===== config.mk =====
export PLATFORM = sky130hd
export DESIGN_NAME = axis_ramp_sched
export DESIGN_NICKNAME = d
export VERILOG_FILES = /design/src/rtl/axis_ramp_sched.sv
export SDC_FILE = /design/constraint.sdc
export NUM_CORES = 1
export LEC_CHECK = 0
export CAP_MARGIN = 25
export CORE_MARGIN = 3
export CORE_UTILIZATION = 35
export CTS_CLUSTER_DIAMETER = 60
export DETAILED_ROUTE_END_ITERATION = 16
export GPL_ROUTABILITY_DRIVEN = 0
export SLEW_MARGIN = 20
export SYNTH_ARGS = -nofsm -noshare
export SYNTH_HDL_FRONTEND = slang
export SYNTH_SLANG_ARGS = --single-unit

===== constraint.sdc =====
create_clock -name clk -period 21 [get_ports clk]
set_input_delay 5.25 -clock clk [delete_from_list [all_inputs] [get_ports clk]]
set_output_delay 5.25 -clock clk [all_outputs]
set_load 0.01 [all_outputs]

===== src/rtl/axis_ramp_sched.sv =====
// Per-tick acceleration limiter: one shared subtract/compare/add datapath swept over all axes.
// Optional watchdog (zero targets after WDOG_TICKS silent ticks): define AXIS_RAMP_WATCHDOG_EN.

module axis_ramp_sched #(
    parameter int unsigned NUM_AXES   = 6,
    parameter int unsigned TICK_DIV   = 50000,
    parameter int unsigned WDOG_TICKS = 100
) (
    input  logic                   clk,
    input  logic                   rst_n,
    input  logic                   enable,
    input  logic                   tgt_valid,
    input  logic [32*NUM_AXES-1:0] tgt_flat,
    input  logic [31:0]            accel,
    output logic [32*NUM_AXES-1:0] cur_flat,
    output logic [NUM_AXES-1:0]    at_target,
    output logic                   busy,
    output logic                   sweep_done,
    output logic                   overrun,
    output logic                   wdog_trip
);

    localparam int unsigned SPD_W = 32;
    localparam int unsigned IDX_W = (NUM_AXES > 1) ? $clog2(NUM_AXES) : 1;
    localparam int unsigned CNT_W = (TICK_DIV > 1) ? $clog2(TICK_DIV) : 1;

    typedef enum logic [2:0] {
        S_IDLE,
        S_SNAP,
        S_CALC,
        S_WB,
        S_DONE
    } state_e;

    typedef logic [NUM_AXES-1:0][SPD_W-1:0] spd_vec_t;

    state_e             state_q, state_d;
    logic [CNT_W-1:0]   tick_cnt_q, tick_cnt_d;
    logic               tick_c;
    logic               pending_q, pending_d;
    logic               overrun_q, overrun_d;
    logic [IDX_W-1:0]   idx_q, idx_d;
    spd_vec_t           shadow_q, shadow_d;
    spd_vec_t           work_q, work_d;
    spd_vec_t           cur_q, cur_d;
    logic [SPD_W-1:0]   next_q, next_d;
    logic [NUM_AXES-1:0] at_q, at_d;
    logic               busy_q, busy_d;
    logic               done_q, done_d;

    logic [SPD_W-1:0]   cur_sel_c;
    logic [SPD_W-1:0]   tgt_sel_c;
    logic [SPD_W:0]     diff_c;
    logic [SPD_W:0]     mag_c;
    logic [SPD_W:0]     acc_c;
    logic [SPD_W-1:0]   step_c;
    logic               unused_c;

    // Free-running tick divider, independent of the sweep FSM.
    always_comb begin
        tick_c     = (tick_cnt_q == CNT_W'(TICK_DIV - 1));
        tick_cnt_d = tick_c ? '0 : tick_cnt_q + CNT_W'(1);
    end

    // Shared ramp step; 33-bit difference keeps opposite-sign extremes from wrapping.
    always_comb begin
        cur_sel_c = cur_q[idx_q];
        tgt_sel_c = work_q[idx_q];
        diff_c    = {tgt_sel_c[SPD_W-1], tgt_sel_c} - {cur_sel_c[SPD_W-1], cur_sel_c};
        mag_c     = diff_c[SPD_W] ? (~diff_c + (SPD_W+1)'(1)) : diff_c;
        acc_c     = {2'b00, accel[SPD_W-2:0]};
        if (mag_c <= acc_c) begin
            step_c = tgt_sel_c;
        end else if (!diff_c[SPD_W]) begin
            step_c = cur_sel_c + acc_c[SPD_W-1:0];
        end else begin
            step_c = cur_sel_c - acc_c[SPD_W-1:0];
        end
    end

    // Sweep sequencer and tick bookkeeping.
    always_comb begin
        state_d   = state_q;
        pending_d = pending_q;
        overrun_d = overrun_q;
        idx_d     = idx_q;
        work_d    = work_q;
        cur_d     = cur_q;
        next_d    = next_q;
        at_d      = at_q;

        if (tick_c && (state_q != S_IDLE)) begin
            if (pending_q) begin
                overrun_d = 1'b1;
            end
            pending_d = 1'b1;
        end

        case (state_q)
            S_IDLE: begin
                if (tick_c || pending_q) begin
                    state_d   = S_SNAP;
                    pending_d = 1'b0;
                end
            end
            S_SNAP: begin
                work_d  = enable ? shadow_q : '0;
                idx_d   = '0;
                state_d = S_CALC;
            end
            S_CALC: begin
                next_d  = step_c;
                state_d = S_WB;
            end
            S_WB: begin
                cur_d[idx_q] = next_q;
                at_d[idx_q]  = (next_q == work_q[idx_q]);
                if (idx_q == IDX_W'(NUM_AXES - 1)) begin
                    state_d = S_DONE;
                end else begin
                    idx_d   = idx_q + IDX_W'(1);
                    state_d = S_CALC;
                end
            end
            S_DONE: begin
                state_d = S_IDLE;
            end
            default: begin
                state_d = S_IDLE;
            end
        endcase

        busy_d = (state_d != S_IDLE);
        done_d = (state_q == S_DONE);
    end

    always_ff @(posedge clk or negedge rst_n) begin
        if (!rst_n) begin
            state_q    <= S_IDLE;
            tick_cnt_q <= '0;
            pending_q  <= 1'b0;
            overrun_q  <= 1'b0;
            idx_q      <= '0;
            shadow_q   <= '0;
            work_q     <= '0;
            cur_q      <= '0;
            next_q     <= '0;
            at_q       <= '1;
            busy_q     <= 1'b0;
            done_q     <= 1'b0;
        end else begin
            state_q    <= state_d;
            tick_cnt_q <= tick_cnt_d;
            pending_q  <= pending_d;
            overrun_q  <= overrun_d;
            idx_q      <= idx_d;
            shadow_q   <= shadow_d;
            work_q     <= work_d;
            cur_q      <= cur_d;
            next_q     <= next_d;
            at_q       <= at_d;
            busy_q     <= busy_d;
            done_q     <= done_d;
        end
    end

`ifdef AXIS_RAMP_WATCHDOG_EN
    localparam int unsigned WD_W = $clog2(WDOG_TICKS + 1);

    logic [WD_W-1:0] wd_cnt_q, wd_cnt_d;
    logic            trip_q, trip_d;

    // Silent-link watchdog; a same-cycle tgt_valid takes priority over a trip.
    always_comb begin
        shadow_d = shadow_q;
        wd_cnt_d = wd_cnt_q;
        trip_d   = trip_q;
        if (tgt_valid) begin
            shadow_d = tgt_flat;
            wd_cnt_d = '0;
            trip_d   = 1'b0;
        end else if (tick_c && !trip_q) begin
            wd_cnt_d = wd_cnt_q + WD_W'(1);
            if (wd_cnt_d == WD_W'(WDOG_TICKS)) begin
                trip_d   = 1'b1;
                shadow_d = '0;
            end
        end
    end

    always_ff @(posedge clk or negedge rst_n) begin
        if (!rst_n) begin
            wd_cnt_q <= '0;
            trip_q   <= 1'b0;
        end else begin
            wd_cnt_q <= wd_cnt_d;
            trip_q   <= trip_d;
        end
    end

    assign wdog_trip = trip_q;
`else
    always_comb begin
        shadow_d = tgt_valid ? tgt_flat : shadow_q;
    end

    assign wdog_trip = 1'b0;
`endif

    // accel[31] is deliberately ignored; WDOG_TICKS only matters with the watchdog built in.
    assign unused_c = accel[SPD_W-1] ^ (WDOG_TICKS == 32'd0);

    assign cur_flat   = cur_q;
    assign at_target  = at_q;
    assign busy       = busy_q;
    assign sweep_done = done_q;
    assign overrun    = overrun_q;

endmodule


Word-level counts from Yosys, hierarchy flattened
Index checks and enable logic that the tools add are counted.
{"block": "totals", "inputBits": 228, "output_inout_bits": 202, "ff_bits": 640}
{"block": "op_classes", "mux": 23, "order_cmp": 3, "n_bitwise": 1, "add_sub_neg": 6, "n_reduce_logical": 9, "n_eq_ne": 8}
{"operator": "$bmux W32 S3", "n": 2}
{"operator": "$bwmux W192", "n": 1}
{"operator": "$mux W192", "n": 1}
{"operator": "$mux W32", "n": 5}
{"operator": "$demux W32 S3", "n": 1}
{"operator": "$add A33 B1 Y33 const B", "n": 1}
{"operator": "$le A33 B31 Y1", "n": 1}
{"operator": "$mux W33", "n": 1}
{"operator": "$not A33 Y33", "n": 1}
{"operator": "$sub A32 B32 Y33", "n": 1}
{"operator": "$add A32 B31 Y32", "n": 1}
{"operator": "$eq A32 B32 Y1", "n": 1}
{"operator": "$sub A32 B31 Y32", "n": 1}
{"operator": "$add A16 B1 Y16 const B", "n": 1}
{"operator": "$eq A16 B16 Y1 const B", "n": 1}
{"operator": "$mux W16", "n": 1}
{"operator": "$pmux W3 S4", "n": 1}
{"operator": "$mux W3", "n": 3}
{"operator": "$bwmux W6", "n": 1}
{"operator": "$eq A3 B2 Y1 const B", "n": 2}
{"operator": "$eq A3 B3 Y1 const B", "n": 2}
{"operator": "$pmux W3 S2", "n": 1}
{"operator": "$reduce_bool A3 Y1", "n": 2}
{"operator": "$lt A3 B4 Y1 const B", "n": 1}
{"operator": "11 further kinds", "n": 16}

Depth between registers and ports, before layout
Gate-level depths: netlist (run 1).
{"block": "logic_depth", "depth_word": 8, "mapped_depth": 36, "mapped_depth_nobuf": 29}

Least setup slack after synthesis (run 1)
No wires, ideal clock.
{"block": "synth_timing", "path_type": "input port to flip-flop", "from": "input accel[8]", "to": "register next_q[29]", "setup_time_ps": 77, "arrival_time_ps": 8842, "required_time_ps": 20923, "cell_stages": 16, "slack_ps": 12080, "n_path_buf": 0, "cell_sequence": "or4_1 nor3_1 nand3b_1 nand4b_1 o41ai_1 xnor2_1 ha_1 or4_1 or3_1 o21ai_0 a311oi_1 or3_1 a21oi_1 xnor2_1 o21ai_1 a21oi_1"}
{"block": "synth_via", "elab_chain_cells": 3, "word_cells_on_any_way": 5, "classes_between": "add/sub (2); order compare (1); mux (2)"}
{"item": "from (decl)", "line_no": "14", "rtl": "input logic [31:0] accel,"}
{"item": "$add A32 B31 Y32 or $sub A32 B31 Y32 (tied branches)", "line_no": "75, 77"}
{"item": "$mux W32", "line_no": "74", "rtl": "end else if (!diff_c[SPD_W]) begin"}
{"item": "$mux W32 *", "line_no": "72", "rtl": "if (mag_c <= acc_c) begin"}
{"item": "to (signal assigned)", "line_no": "160", "rtl": "next_q <= next_d;"}
{"item": "to (decl)", "line_no": "46", "rtl": "logic [SPD_W-1:0] next_q, next_d;"}
Mark *: on every way between the ends. The rest lies on a longest branch, timed or not.
A chain may end at the register's enable or synchronous reset.

Worst setup path in the final report (run 1)
{"block": "layout_timing", "from": "register idx_q[2]", "to": "register next_q[30]"}
{"block": "layout_via", "elab_chain_cells": 8, "word_cells_on_any_way": 13, "classes_between": "add/sub (4); order compare (1); mux (7); bitwise (1)"}
{"item": "from (decl)", "line_no": "42", "rtl": "logic [IDX_W-1:0] idx_q, idx_d;"}
{"item": "from (signal assigned)", "line_no": "156", "rtl": "idx_q <= idx_d;"}
{"item": "$bmux W32 S3 (on tied branches)", "line_no": "68, 67"}
{"item": "$mux W32 (on tied branches)", "line_no": "68, 67"}
{"item": "$sub A32 B32 Y33", "line_no": "69", "rtl": "diff_c = {tgt_sel_c[SPD_W-1], tgt_sel_c} - {cur_sel_c[SPD_W-1], cur_sel_c};"}
{"item": "$not A33 Y33", "line_no": "70", "rtl": "mag_c = diff_c[SPD_W] ? (~diff_c + (SPD_W+1)'(1)) : diff_c;"}
{"item": "$add A33 B1 Y33", "line_no": "70"}
{"item": "$mux W33", "line_no": "70"}
{"item": "$le A33 B31 Y1", "line_no": "72"}
{"item": "$mux W32 *", "line_no": "72"}
Mark *: on every way between the ends. The rest lies on a longest branch, timed or not. The select of a mux whose other input is x is not followed.

==> impl_metrics.tcl, run 1 <==
set metrics [dict create \
    status "finished clean" \
    clk_latency_ns 0.65 \
    yosysSeqAreaShare 0.470 \
    cts_buffer_depth 3 \
    relSlewSlack 0.263 \
    cts_sinks 640 \
    critical_path.startpoint_type "register" \
    power_leakage_uw 0.0182 \
    end_kind "register" \
    ys_types 90 \
    fp.coreArea_mm2 0.0957 \
    cts_repair_resize_count 0 \
    min_period_over_period 0.476 \
    vias 26300 \
    cts.clk_slew.worst_paths_ns 0.06 \
    min_path_cells 2 \
    syn_inst 3354 \
    cts_buffers 79 \
    synth_edf_count 0 \
    ir_worst_vdd_uv 53.8 \
    cp.arrival_ns 10.56 \
    ys.flop_type "dfrtp_1" \
    synthMuxAreaShare 0.168 \
    ant_nets 0 \
    p_comb_frac 0.061 \
    drt_iter0_markers 1667 \
    io_buffers 427 \
    final_util 0.439 \
    synth_compound_area_frac 0.140 \
    drt-pass1-iter-count 5 \
    switchingPower_uw 680 \
    ys_warn_count 0 \
    cts_tree "done" \
    core.rowCount 113 \
    diodes 0 \
    p_int_uw 2170 \
    die_w_um 318 \
    grt_max_degree 261 \
    maxCapViolations 0 \
    dp_hpwl_um 79900 \
    critical_path.max_fanout 62 \
    hp-class "register to register" \
    cts.hold.buffers_added 0 \
    netlist_area_mm2 0.0341 \
    reg2regPathDepth 28 \
    powerDensity_mw_per_mm2 67.7 \
    synth.avg_cell_area_um2 10.2 \
    p_sw_frac 0.239 \
    worst_slew_pin_slew_ns 1.09 \
    fin_skew_ns 0.0320 \
    min_period_ns 9.99 \
    vias_per_cell 5.26 \
    p_seq_frac 0.458 \
    initial_core_util 0.356 \
    layout-drive-gt1-share 0.172 \
    synthArstFlopShare 1.00 \
    wl_per_cell_um 22.4 \
    postCtsSetupRepairBufs 0 \
    report.final.slew_viol_count 0 \
    path_class "register to register" \
    required_ns 21.57 \
    fin_nets 4002 \
    fillers 9258 \
    cpMaxStageDelayCell "buf_4" \
    routed_wl_um 112000 \
    syn_nets 3683 \
    cts-root-buf "clkbuf_16" \
    synthXorXnorAreaFrac 0.0386 \
    synth-simple-area-share 0.107 \
    slowest_delay_ns 0.76 \
    grt_overflow 0 \
    dieHeight_um 318 \
    drc 0 \
    synth_top_family_by_area "multiplexers" \
    synthAdderAreaFrac 0.0375 \
    fmax_mhz 100 \
    hold_viol 0 \
    ioPinCount 430 \
    setup_viol 0 \
    grt_use_total 0.215 \
    synth_seq_cells 640 \
    antenna_found_initial 2 \
    syn_to_final_growth_pct 23.4 \
    rsz0062_at_grt "false" \
    grt_pass1_vias 25800 \
    htree_levels 3 \
    dieArea_mm2 0.101 \
    power_frac_clock 0.481 \
    setup_tns_ns 0 \
    grt_pass1_wl_um 167000 \
]
[path summary, 6_finish.rpt]
check / start / to / slack, ns
worst max-delay path: idx_q[2] / next_q[30] / 11.01
worst min-delay path: at_target[3] / at_target[3] / 0.47
worst max register to register: idx_q[2] / next_q[30] / 11.01
worst min register to register: at_target[3] / at_target[3] / 0.47
max in group asynchronous: rst_n / cur_flat[95] / 13.90
min in group asynchronous: rst_n / shadow_q[178] / 4.62
[state kept, by name, indices dropped and copies added (netlist names), 3 cells and up]
register	flops
work_q	192
state_q	3
cur_flat	192
shadow_q	192
tick_cnt_q	16
at_target	6
next_q	32
idx_q	3
[power by group through the flow]
stage          clock [µW]  sequential [µW]  combinational (µW)
2_1_floorplan           0             1310                87.4
3_3_place_gp            0             1320                 173
3_5_place_dp            0             1330                 175
4_1_cts              1410             1300                 176
5_1_grt              1460             1310                 192
6_report             1370             1300                 174
[cells by family after synthesis]
group	count (synthesis)
other	1
flip-flops	640
AO/OA/AOI/OAI	775
AND/OR/NAND/NOR	851
adder cells (fa/ha/maj)	101
XOR/XNOR	150
multiplexers	520
buffers and inverters	316
[cell usage in the layout, fill, tap and decap left out, types with 8 or more instances in the layout]
cell type / netlist / routed
nand2_1: 527 / 527
inv_1: 86 / 86
o21a_1: 8 / 8
clkinv_2: 0 / 11
a21oi_1: 172 / 172
ha_1: 99 / 99
clkbuf_1: 157 / 17
mux2_2: 414 / 414
mux2i_1: 106 / 106
and2_1: 14 / 14
a21o_1: 36 / 36
o21ai_1: 21 / 21
a211oi_1: 15 / 15
xor2_1: 39 / 39
nand3_1: 35 / 33
nand2b_1: 12 / 11
buf_4: 3 / 34
clkbuf_16: 0 / 79
nor2_1: 145 / 143
or3_1: 10 / 10
o211ai_1: 47 / 47
clkbuf_8: 2 / 18
nand4_1: 28 / 28
o31ai_1: 13 / 13
a31oi_1: 40 / 40
xnor2_1: 111 / 111
and3_1: 14 / 14
nor3_1: 19 / 19
nor2b_1: 12 / 12
o21ai_0: 321 / 321
dfrtp_1: 634 / 631
a221oi_1: 31 / 31
clkdlybuf4s50_1: 0 / 424
[cell type report]
cell class                 instances  area (µm²)  area share
clock buffer                     113        2270      0.0541
clock inverter                    31         377     0.00896
timing repair buffer             468        4690       0.112
inverter                          86         323     0.00768
tap                             1265        1580      0.0376
multi-input combinational       2398       16800       0.399
sequential                       640       16000       0.381
[layer usage]
metal / track usage / routed length, µm
met1: 0.291 / 50300
met2: 0.346 / 51300
met3: 0.0511 / 7370
met4: 0.0557 / 2790
met5: 0 / 10
[critical path: cells and delay by family (launching register included)]
kind	cells	cell delay, ns
AO/OA/AOI/OAI	17	4.77
buffers and inverters	4	1.94
adder cells (fa/ha/maj)	2	0.98
AND/OR/NAND/NOR	3	0.97
flip-flops	1	0.70
multiplexers	1	0.30
XOR/XNOR	1	0.13
[metrics by stage]
step           setup slack, ns  instances  area (µm²)  power (µW)  hold WS (ns)
3_3_place_gp             10.95       4852       39300        1500         0.447
3_5_place_dp             10.88       4855       39400        1500         0.455
4_1_cts                  10.88       4999       42000        2890         0.471
5_1_grt                  10.18       5001       42000        2960         0.486
6_report                 11.01       5001       42000        2850         0.471
2_1_floorplan            12.08       3354       34100        1400         0.425
[synthesized netlist by cell type, types with 10 or more instances]
cell type | count | area [µm²]
and3_1 | 14 | 87.6
a221oi_1 | 31 | 272
buf_1 | 46 | 173
nand3_1 | 35 | 175
o31ai_1 | 13 | 97.6
or3_1 | 10 | 62.6
a211oi_1 | 15 | 113
mux2i_1 | 106 | 1060
mux2_2 | 414 | 4660
nand4_1 | 28 | 175
o211ai_1 | 47 | 353
nand2_1 | 527 | 1980
dfrtp_1 | 634 | 15900
inv_1 | 86 | 323
o21ai_0 | 321 | 1610
o21ai_1 | 21 | 105
buf_6 | 13 | 146
xor2_1 | 39 | 342
clkbuf_1 | 157 | 589
a21oi_1 | 172 | 861
nand2b_1 | 12 | 75.1
a21o_1 | 36 | 270
nor3_1 | 19 | 95.1
xnor2_1 | 111 | 972
nor2_1 | 145 | 544
and2_1 | 14 | 87.6
a31oi_1 | 40 | 250
nor2b_1 | 12 | 75.1
ha_1 | 99 | 1240
Note: power is estimated with default switching activity, not from simulation.
==> run 2: changes to the inputs <==
- clock period: 21 -> 8.2 ns (I/O delays scaled with it)
==> run 2 against run 1 <==
Core utilization grew 0.83 points. Design area grew 1.9%. Non-clock buffer count grew 91. Register-to-register slack lost 11 ns. Worst setup slack lost 11 ns. Worst hold slack lost 0.016 ns. Clock power grew to 2.6 times the previous value. Sequential share of layout area shrank 0.71 points. Power grew to 2.6 times the previous value. Critical path depth grew 2. Highest routed layer unchanged. Clock-buffer cell count shrank 1. Sequential power grew to 2.6 times the previous value.
==> impl_metrics.tcl, run 2 (same netlist as run 1, synthesis figures left out) <==
set metrics [dict create \
    power_leakage_uw 0.0187 \
    setup_tns_ns 0 \
    clk_latency_ns 0.64 \
    relSlewSlack 0.236 \
    regArea_mm2 0.0160 \
    mostFrequentLayoutCells "631 x dfrtp_1, 527 x nand2_1, 424 x clkdlybuf4s50_1" \
    cts-root-buf "clkbuf_16" \
    ant_nets 0 \
    cpMaxStageDelayCell "dfrtp_4" \
    hp-class "register to register" \
    slowest_delay_ns 0.61 \
    required_ns 8.72 \
    multiInputGateArea_mm2 0.0168 \
    powerDensity_mw_per_mm2 171 \
    dp_hpwl_um 81800 \
    finalWorstSetupSlack_ns 0.489 \
    p_seq_frac 0.457 \
    p_sw_frac 0.234 \
    grt_use_total 0.218 \
    critical_path.max_fanout 46 \
    initial_core_util 0.356 \
    cts_sinks 640 \
    maxCapViolations 0 \
    grt_overflow 0 \
    reg2regPathDepth 30 \
    setup_viol 0 \
    drc 0 \
    cts_buffer_depth 3 \
    worst_slew_pin_slew_ns 1.15 \
    ir_worst_vdd_uv 135 \
    fmax_mhz 130 \
    antenna_found_initial 4 \
    cts.hold.buffers_added 0 \
    layout-drive-gt1-share 0.193 \
    rsz0062_at_grt "false" \
    core.rowCount 113 \
    p_comb_frac 0.061 \
    cts_buffers 78 \
    min_path_cells 1 \
    dieHeight_um 318 \
    post-place-ws_ns 0.451 \
    die_w_um 318 \
    path_class "register to register" \
    routed_wl_um 113000 \
    fin_nets 4092 \
    end_kind "register" \
    min_period_over_period 0.940 \
    r2r_slack_ns 0.49 \
    htree_levels 3 \
    ioPinCount 430 \
    cp.arrival_ns 8.23 \
    critPathMostFrequentCell "a21oi_1" \
    grt_pass1_wl_um 169000 \
    fillers 9157 \
    power_frac_clock 0.482 \
    drt_iter0_markers 1794 \
    fp.coreArea_mm2 0.0957 \
    report.final.slew_viol_count 0 \
    vias_per_cell 5.24 \
    final_common_cell "dfrtp_1" \
    critical_path.startpoint_type "register" \
    hold_viol 0 \
    cts.clk_slew.worst_paths_ns 0.06 \
    fin_skew_ns 0.0254 \
    cts_tree "done" \
    grt_pass1_vias 26800 \
    drt-pass1-iter-count 7 \
    wl_per_cell_um 22.2 \
    grt_max_degree 278 \
    status "finished clean" \
    switchingPower_uw 1710 \
    syn_to_final_growth_pct 25.7 \
    vias 26700 \
    min_period_ns 7.71 \
    dieArea_mm2 0.101 \
    io_buffers 427 \
    p_int_uw 5600 \
]
==> run 2: changes by cell type in the layout (fill, tap and decap cells not counted), moves of 2 or more <==
cell	delta
buf_12	+10
buf_4	+82
clkbuf_8	+2
diode_2	+2
clkinv_2	-2
inv_8	+2
clkbuf_1	-4
inv_16	-2
clkinv_16	-2
inv_6	+3
==> run 2: path summary, 6_finish.rpt <==
path | from | end
setup reg to reg | idx_q[2] | next_q[0]
hold / removal | tick_cnt_q[0] | tick_cnt_q[0]
setup / recovery | idx_q[2] | next_q[0]
max in group asynchronous | rst_n | shadow_q[143]
hold reg to reg | tick_cnt_q[0] | tick_cnt_q[0]
min in group asynchronous | rst_n | work_q[180]
==> run 2: what timing repair did <==
item                                    in CTS  in global routing
endpoints found under the setup margin       0                 22
buffers inserted                             0                  1
resized for setup                            0                  2
==> run 2: final cells by class <==
type                            instances  share of cell area
Clock buffer                          112              0.0540
Sequential cell                       640               0.374
Clock inverter                         30             0.00768
Inverter                               86             0.00753
Timing Repair Buffer                  559               0.128
Antenna cell                            2            0.000117
Tap cell                             1265              0.0369
Multi-Input combinational cell       2398               0.391
==> run 2: through the flow <==
| step | power (µW) | utilization | std cells | area, µm² | hold slack, ns |
|---|---|---|---|---|---|
| finish | 7310 | 0.448 | 5092 | 42800 | 0.455 |
| global route | 7590 | 0.448 | 5092 | 42800 | 0.474 |
| CTS | 7410 | 0.447 | 5087 | 42800 | 0.462 |
| global placement | 3840 | 0.419 | 4945 | 40100 | 0.449 |
| floorplan | 3580 | - | 3354 | 34100 | 0.425 |
| detailed placement | 3850 | 0.419 | 4945 | 40100 | 0.455 |
==> run 2: worst max-delay path, delay by kind of cell, from the launching register on <==
kind / cells / cell delay [ns]
adders and majority gates: 2 / 0.76
buffers and inverters: 5 / 0.98
AOI/OAI and AO/OA: 15 / 3.65
and+or+nand+nor: 7 / 1.36
xor gates and xnor gates: 1 / 0.17
DFF: 1 / 0.61
==> run 2: layer usage <==
metal,routed length [µm],global-route usage,share of wire,vias up
li1,-,-,-,12700
met1,49400,0.292,0.44,13100
met2,51600,0.345,0.46,811
met5,12,0,0.00011,-
met3,8530,0.0598,0.076,149
met4,3270,0.0681,0.029,2
==> run 2: power groups by stage <==
stage	Clock (µW)	Combinational, µW	Sequential [µW]
2_1_floorplan	0	224	3350
3_3_place_gp	0	447	3390
3_5_place_dp	0	451	3400
4_1_cts	3610	454	3340
5_1_grt	3740	495	3350
6_report	3520	446	3340
==> run 3: changes to the inputs <==
- PLACE_DENSITY: not set -> 0.64
==> run 3 against run 2 <==
Critical path depth stayed put. First-iteration DRC count is 0.72% lower. Critical endpoint is now next_q[8]. Largest cell class unchanged. Flip-flop and latch count stayed put. Design area is 0.38% lower.
==> impl_metrics.tcl, run 3 (same netlist as run 1, synthesis figures left out) <==
set metrics [dict create \
    antenna_found_initial 4 \
    hp-class "register to register" \
    fp.coreArea_mm2 0.0957 \
    fin_skew_ns 0.0398 \
    min_period_ns 7.70 \
    cpMaxStageDelayCell "dfrtp_4" \
    ioPinCount 430 \
    ant_nets 0 \
    dieHeight_um 318 \
    grt_max_degree 273 \
    maxCapViolations 0 \
    wl_per_cell_um 22.0 \
    layout-drive-gt1-share 0.187 \
    cts_buffers 81 \
    relSlewSlack 0.174 \
    numPlacedInstances 4918 \
    initial_core_util 0.356 \
    htree_levels 3 \
    reg2regPathDepth 30 \
    report.final.slew_viol_count 0 \
    drt-pass1-iter-count 5 \
    syn_to_final_growth_pct 25.2 \
    regArea_mm2 0.0160 \
    fillers 9088 \
    multiInputGateArea_mm2 0.0168 \
    critPathMostFrequentCell "a21oi_1" \
    dp_hpwl_um 80600 \
    cts.clk_slew.worst_paths_ns 0.06 \
    min_period_over_period 0.939 \
    routed_wl_um 111000 \
    critical_path.startpoint_type "register" \
    dieArea_mm2 0.101 \
    cts-root-buf "clkbuf_16" \
    grt_pass1_wl_um 168000 \
    worst_slew_pin_slew_ns 1.24 \
    setup_tns_ns 0 \
    clk_latency_ns 0.65 \
    min_path_cells 1 \
    cts_sinks 640 \
    r2r_slack_ns 0.50 \
    grt_pass1_vias 26700 \
    grt_overflow 0 \
    final_common_cell "dfrtp_1" \
    drt_iter0_markers 1781 \
    end_kind "register" \
    setup_viol 0 \
    die_w_um 318 \
    cp.arrival_ns 8.25 \
    power_leakage_uw 0.0186 \
    io_buffers 427 \
    cts_tree "done" \
    critical_path.max_fanout 72 \
    ir_worst_vdd_uv 137 \
    vias 26700 \
    mostFrequentLayoutCells "631 x dfrtp_1, 527 x nand2_1, 424 x clkdlybuf4s50_1" \
    cts.hold.buffers_added 0 \
    final_cells 5062 \
    vias_per_cell 5.27 \
    powerDensity_mw_per_mm2 172 \
    required_ns 8.75 \
    grt_use_total 0.215 \
    cts_buffer_depth 3 \
    rsz0062_at_grt "false" \
    fmax_mhz 130 \
    core.rowCount 113 \
    status "finished clean" \
    drc 0 \
    hold_viol 0 \
    fin_nets 4067 \
    path_class "register to register" \
    slowest_delay_ns 0.63 \
]
## run 3: metrics by stage
stage	total power (µW)	hold WS, ns	area [µm²]	util	worst slack [ns]
floorplan	3580	0.425	34100	-	0.424
global placement	3840	0.443	39900	0.417	0.481
detailed placement	3840	0.447	39900	0.417	0.472
CTS	7440	0.454	42600	0.445	0.426
global route	7620	0.477	42700	0.446	0.0312
finish	7350	0.454	42700	0.446	0.502
## run 3: final cells by class
cell class              count  area share
clock buffers             113      0.0541
multi-input cells        2398       0.393
inverters                  86     0.00756
well taps                1265      0.0371
flip-flops and latches    640       0.376
diodes                      1   0.0000586
repair buffers            531       0.123
clock inverters            28     0.00871
## run 3: worst paths after layout
check / from / to
setup reg to reg: idx_q[1] / next_q[8]
setup / recovery: idx_q[1] / next_q[8]
hold reg to reg: tick_cnt_q[0] / tick_cnt_q[0]
min in group asynchronous: rst_n / shadow_q[50]
max in group asynchronous: rst_n / next_q[9]
hold / removal: tick_cnt_q[0] / tick_cnt_q[0]
## run 3: metal layers
metal	vias to the layer above	GRT usage	routed length, µm
met5	-	0	0
met4	0	0.0585	3000
met3	161	0.0468	7020
met2	741	0.346	51600
met1	13200	0.294	49700
li1	12600	-	-
## run 3: critical path: cells and delay by family, from the launching register on
family          cells  cell delay [ns]
buf+inv             5             1.02
fa+ha+maj           2             0.75
flops               1             0.63
simple gates        6             0.98
compound gates     15             3.76
xor+xnor            2             0.42
## run 3: timing repair
item	4_1_cts	5_1_grt
setup buffers	0	1
setup endpoints to repair	0	23
gates resized for setup	0	7
## run 3: where the power goes
part           internal (µW)  switching (µW)  leakage, µW
clock network           2110            1450      0.00130
registers               3260            77.1      0.00738
logic                    231             212      0.00987
total                   5610            1740       0.0186
